--- src/rtl/packet_sched.sv ---
// packet_sched: trace FIFO plus arbiter feeding the USB packet path.
// Trace words are buffered because the trace source cannot be stalled.
// A handshaked status requester may preempt trace traffic once it has waited long enough.
// Words dropped on overflow are counted in ovf_total.
// Optional feature: define PACKET_SCHED_OVF_MARKER_EN to compile in the overflow marker.
// The marker is {OVF_MARKER, drop_count}, written into the FIFO once a slot frees up.
module packet_sched #(
  parameter int unsigned DEPTH_LOG2      = 4,
  parameter int unsigned STATUS_MAX_WAIT = 64,
  parameter logic [15:0] OVF_MARKER      = 16'hFFFE
) (
  input  logic                  mclk,
  input  logic                  reset,
  input  logic [31:0]           trace_data,
  input  logic                  trace_strobe,
  input  logic                  status_req,
  input  logic [31:0]           status_data,
  output logic                  status_ack,
  input  logic                  out_ready,
  output logic [31:0]           out_data,
  output logic                  out_strobe,
  output logic [DEPTH_LOG2:0]   fifo_level,
  output logic [15:0]           ovf_total
);

  localparam int unsigned Depth = 2 ** DEPTH_LOG2;
  // Wide enough that wait_cnt can reach STATUS_MAX_WAIT before saturating.
  localparam int unsigned WaitW = $clog2(STATUS_MAX_WAIT + 1) + 1;

  logic [31:0]         mem [Depth];
  logic [DEPTH_LOG2:0] wr_ptr;
  logic [DEPTH_LOG2:0] rd_ptr;
  logic [WaitW-1:0]    wait_cnt;

  logic        fifo_empty;
  logic        fifo_full;
  logic        status_win;
  logic        grant_status;
  logic        grant_trace;
  logic        can_write;
  logic        fifo_we;
  logic [31:0] fifo_wdata;
  logic        drop;

  assign fifo_empty = (wr_ptr == rd_ptr);
  assign fifo_full  = (wr_ptr[DEPTH_LOG2] != rd_ptr[DEPTH_LOG2]) &&
                      (wr_ptr[DEPTH_LOG2-1:0] == rd_ptr[DEPTH_LOG2-1:0]);
  assign fifo_level = wr_ptr - rd_ptr;

  // Arbitration: status wins when the FIFO is idle or the request has starved long enough.
  // status_req is ignored during status_ack so a held request cannot be granted twice.
  always_comb begin
    status_win   = status_req && !status_ack &&
                   (fifo_empty || (wait_cnt >= WaitW'(STATUS_MAX_WAIT)));
    grant_status = out_ready && status_win;
    grant_trace  = out_ready && !status_win && !fifo_empty;
    // A pop in the same cycle frees the slot for a write, even when the FIFO is full.
    can_write    = !fifo_full || grant_trace;
  end

`ifdef PACKET_SCHED_OVF_MARKER_EN
  logic [15:0] drop_count;
  logic        marker_write;
  logic [15:0] marker_cnt;

  // The marker takes the free slot, and a coincident trace word is dropped into its count.
  always_comb begin
    marker_write = (drop_count != 16'd0) && can_write;
    marker_cnt   = drop_count;
    if (trace_strobe && (drop_count != 16'hFFFF)) begin
      marker_cnt = drop_count + 16'd1;
    end
    fifo_we    = marker_write || (trace_strobe && can_write);
    fifo_wdata = marker_write ? {OVF_MARKER, marker_cnt} : trace_data;
    drop       = trace_strobe && (!can_write || marker_write);
  end

  // Count drops since the last marker. The count clears when the marker is written.
  always_ff @(posedge mclk or posedge reset) begin
    if (reset) begin
      drop_count <= 16'd0;
    end else if (marker_write) begin
      drop_count <= 16'd0;
    end else if (drop && (drop_count != 16'hFFFF)) begin
      drop_count <= drop_count + 16'd1;
    end
  end
`else
  // Without the marker, a trace word is written whenever a slot is free.
  always_comb begin
    fifo_we    = trace_strobe && can_write;
    fifo_wdata = trace_data;
    drop       = trace_strobe && !can_write;
  end
`endif

  // FIFO storage. It needs no reset because the pointers define what is valid.
  always_ff @(posedge mclk) begin
    if (fifo_we) begin
      mem[wr_ptr[DEPTH_LOG2-1:0]] <= fifo_wdata;
    end
  end

  // FIFO pointers. They wrap naturally, and the extra MSB separates full from empty.
  always_ff @(posedge mclk or posedge reset) begin
    if (reset) begin
      wr_ptr <= '0;
      rd_ptr <= '0;
    end else begin
      if (fifo_we) begin
        wr_ptr <= wr_ptr + 1'b1;
      end
      if (grant_trace) begin
        rd_ptr <= rd_ptr + 1'b1;
      end
    end
  end

  // Starvation counter for a pending status request.
  always_ff @(posedge mclk or posedge reset) begin
    if (reset) begin
      wait_cnt <= '0;
    end else if (!status_req || grant_status) begin
      wait_cnt <= '0;
    end else if (wait_cnt != '1) begin
      wait_cnt <= wait_cnt + WaitW'(1);
    end
  end

  // Saturating lifetime drop counter.
  always_ff @(posedge mclk or posedge reset) begin
    if (reset) begin
      ovf_total <= 16'd0;
    end else if (drop && (ovf_total != 16'hFFFF)) begin
      ovf_total <= ovf_total + 16'd1;
    end
  end

  // Output register. out_data holds its value when nothing is granted.
  always_ff @(posedge mclk or posedge reset) begin
    if (reset) begin
      out_data   <= 32'd0;
      out_strobe <= 1'b0;
      status_ack <= 1'b0;
    end else begin
      out_strobe <= grant_status || grant_trace;
      status_ack <= grant_status;
      if (grant_status) begin
        out_data <= status_data;
      end else if (grant_trace) begin
        out_data <= mem[rd_ptr[DEPTH_LOG2-1:0]];
      end
    end
  end

endmodule

--- config.mk ---
export PLATFORM = sky130hd
export DESIGN_NAME = packet_sched
export DESIGN_NICKNAME = d
export VERILOG_FILES = /design/src/rtl/packet_sched.sv
export SDC_FILE = /design/constraint.sdc
export NUM_CORES = 1
export LEC_CHECK = 0
export BUFFER_PORTS_ARGS = -buffer_cell sky130_fd_sc_hd__buf_4
export CORE_ASPECT_RATIO = 1.2
export CORE_MARGIN = 8
export CORE_UTILIZATION = 55
export CTS_CLUSTER_DIAMETER = 40
export CTS_CLUSTER_SIZE = 24
export DETAILED_ROUTE_END_ITERATION = 8
export HOLD_SLACK_MARGIN = 0.1
export PLACE_DENSITY = 0.73
export RECOVER_POWER = 100
export SLEW_MARGIN = 20
export SYNTH_ARGS = -nofsm -noshare
export SYNTH_HDL_FRONTEND = slang
export SYNTH_SLANG_ARGS = --single-unit
--- constraint.sdc ---
create_clock -name mclk -period 7.4 [get_ports mclk]
set_clock_uncertainty 0.2 [all_clocks]
set_input_delay 1.11 -clock mclk [delete_from_list [all_inputs] [get_ports mclk]]
set_output_delay 1.11 -clock mclk [all_outputs]
set_load 0.05 [all_outputs]
==> results.cfg <==
[run_status]
status = finished with violations
violations = max-capacitance violations, max-slew violations

[power_and_ir_drop]
ir_drop_v = 0.000426
powerDensity_nw_per_um2 = 396
p_leak_nw = 8.58
power_mw = 10.2

[layout]
drive_gt1_share_pct = 22.4
layout_common_cells = edfxtp_1, mux4_2, nand2_1
diodes = 0
multiInputGateArea_sq_um = 5210
area_growth_pct = 14.1
finalInstanceArea_sq_um = 25800
fillCellCount = 2807
layout.nets = 1384
regArea_sq_um = 17100
final_common_cell = edfxtp_1

[global_route]
grt_pass1_vias = 11800
grt_max_degree = 70
grt_overflow = 0
antenna_found_initial = 1
track_usage_pct = 19.1
grt_pass1_wl_mm = 70.3

[yosys]
synth_top_area_share_pct = 68.0
ys_warn_count = 0
synthCells = 1160
ys_types = 50
async_flop_share_pct = 11.7
avgSynthCellArea_sq_um = 19.5
syn_nets = 1241
ys_top_cells_by_area = edfxtp_1, mux4_2, dfrtp_1, a22oi_1, nand2_1
synth_ff_type = edfxtp_1
synth-edff-count = 512
ys_ff_latch = 580
seq_area_frac_synth_pct = 75.5
yosys.area.top_type = edfxtp_1
syn-cell-area_sq_um = 22600

[sta]
report.final.slew_viol_count = 243
slew_headroom_pct = -180
worstMarginPinSlew_ns = 4.20
hold_viol = 0
fmax_ghz = 0.178
rsz0062_at_grt = no
setup_viol = 0
setup-tns-final_ns = 0
min_period_ns = 5.63
fin_crit_sh_pct = 76.1

[cts]
cts_root_buf = clkbuf_16
cts_resized = 0
cts_made_buffers = 56
cts_max_path_buffers = 3
postCtsSetupRepairBufs = 0
cts_tree = yes
clock-sinks = 580
clk_pin_slew_ns = 0.06
hold_buffers = 0
cts_max_level = 2
clock_latency_ns = 0.60

[routing]
finalWirelength_mm = 46.3
avgRoutedWirePerCell_um = 24.5
vias_per_cell = 6.00
num_vias = 11300
postRouteAntennaNets = 0
drtIter0Drc = 895
drc_errors = 0
drt-pass1-iter-count = 6

[die]
floorplan.initialDensity_pct = 55.6
num_rows = 81
pin_count = 124
coreArea_sq_um = 40600
dieArea_sq_um = 47900
die_x_um = 201
die-height_um = 238

[setup_path]
endpoint_kind = flop
cp-start-kind = flop
critPathMaxStageDelay_ns = 1.07
crit_type = flop to flop
path_buf_inv = 2
cp.required_ns = 7.39
crit_arrival_ns = 5.62
crit_slowest_cell = clkbuf_1
crit_chain = inv_1, ha_1, nand4_1, and2b_1, a21boi_0, nand2_1, nor2_4, clkbuf_1
cp_max_fo = 64
critPathTopFamily = simple AND/OR/NAND/NOR gates

[placement]
io_buffers = 123
dp_hpwl_mm = 26.0
gp_congestion = 0.752
placed_area_sq_um = 24200

[min_path]
hold_class = flop to flop

[job]
maxCapViolations = 8
## stage by stage
step	std cells	worst slack, ns	utilization, %	hold WS (ns)
2_1_floorplan	1160	2.48	-	0.296
3_3_place_gp	1780	2.80	59.5	0.285
3_5_place_dp	1780	2.67	59.5	0.289
4_1_cts	1885	2.61	64.3	0.301
5_1_grt	1889	1.22	63.5	0.325
6_report	1889	1.77	63.5	0.292
## flip-flops by register name (all words and copies together), names as in the netlist
register,count
out_data,32
out_strobe,1
wait_cnt,8
mem,512
wr_ptr,5
status_ack,1
ovf_total,16
rd_ptr,5
## final cells by class
class	instances	area share [%]
clock buffers	59	5.64
clock inverters	46	2.00
multi-input cells	507	20.2
flip-flops and latches	580	66.2
repair buffers	144	3.13
inverters	14	0.209
well taps	539	2.61
## kinds of logic after synthesis
group / count (synthesis) / synth area share (%)
simple gates: 221 / 4.53
buf+inv: 73 / 1.63
compound gates: 113 / 3.48
mux: 132 / 13.0
flops: 580 / 75.5
fa+ha+maj: 12 / 0.697
xor+xnor: 29 / 1.16
## layer usage
layer	part of all wire (%)	track usage [%]
met3	5.6	3.35
met2	51	32.9
met5	0.030	0
met1	41	24.9
met4	2.4	5.80
## worst register-to-register path, cell delays in order, from the launching register on
cell	delay [ns]
dfrtp_4	1.06
inv_1	0.13
ha_1	0.38
nand4_1	0.16
and2b_1	0.23
a21boi_0	0.85
nand2_1	0.45
nor2_4	0.67
clkbuf_1	1.08
## Yosys cell counts, types with 2 or more instances
cell type  count
nand3_2        3
and3_1         5
clkbuf_1      22
mux4_2       128
a22oi_1       62
buf_6          5
nor4_1         2
inv_1         13
xnor2_1       14
dfrtp_1       68
edfxtp_1     512
a31oi_1       32
o21ai_1        3
ha_1          11
nor3b_1        3
buf_2         21
o21ai_0        6
a21o_1         2
buf_4          8
nor2b_1        4
buf_1          3
mux2i_1        2
nand3_1        8
nand2_1      108
a21oi_1        3
xor2_1        14
nand4_1        7
nor3_1         8
nor2_1        56
nor4_2         2
nand2b_1       5
nor4b_2        2
## power breakdown
part | switching, mW | internal, mW
combinational | 1.82 | 1.13
clock | 1.35 | 1.61
sequential | 0.314 | 3.99
## worst paths after layout
kind | start | slack, ns | cells after the start | to
min reg2reg | ovf_total[8]$_DFFE_PP0P_ | 0.29 | 1 | ovf_total[8]$_DFFE_PP0P_
min | ovf_total[8]$_DFFE_PP0P_ | 0.29 | 1 | ovf_total[8]$_DFFE_PP0P_
min in group asynchronous | reset | 1.99 | 3 | wait_cnt[2]$_DFFE_PP0P_
max reg2reg | rd_ptr[2]$_DFFE_PP0P_ | 1.77 | 8 | mem[6][13]$_DFFE_PP_
max in group asynchronous | reset | 2.08 | 3 | rd_ptr[2]$_DFFE_PP0P_
max | rd_ptr[2]$_DFFE_PP0P_ | 1.77 | 8 | mem[6][13]$_DFFE_PP_
(Power assumes the default switching activity.)
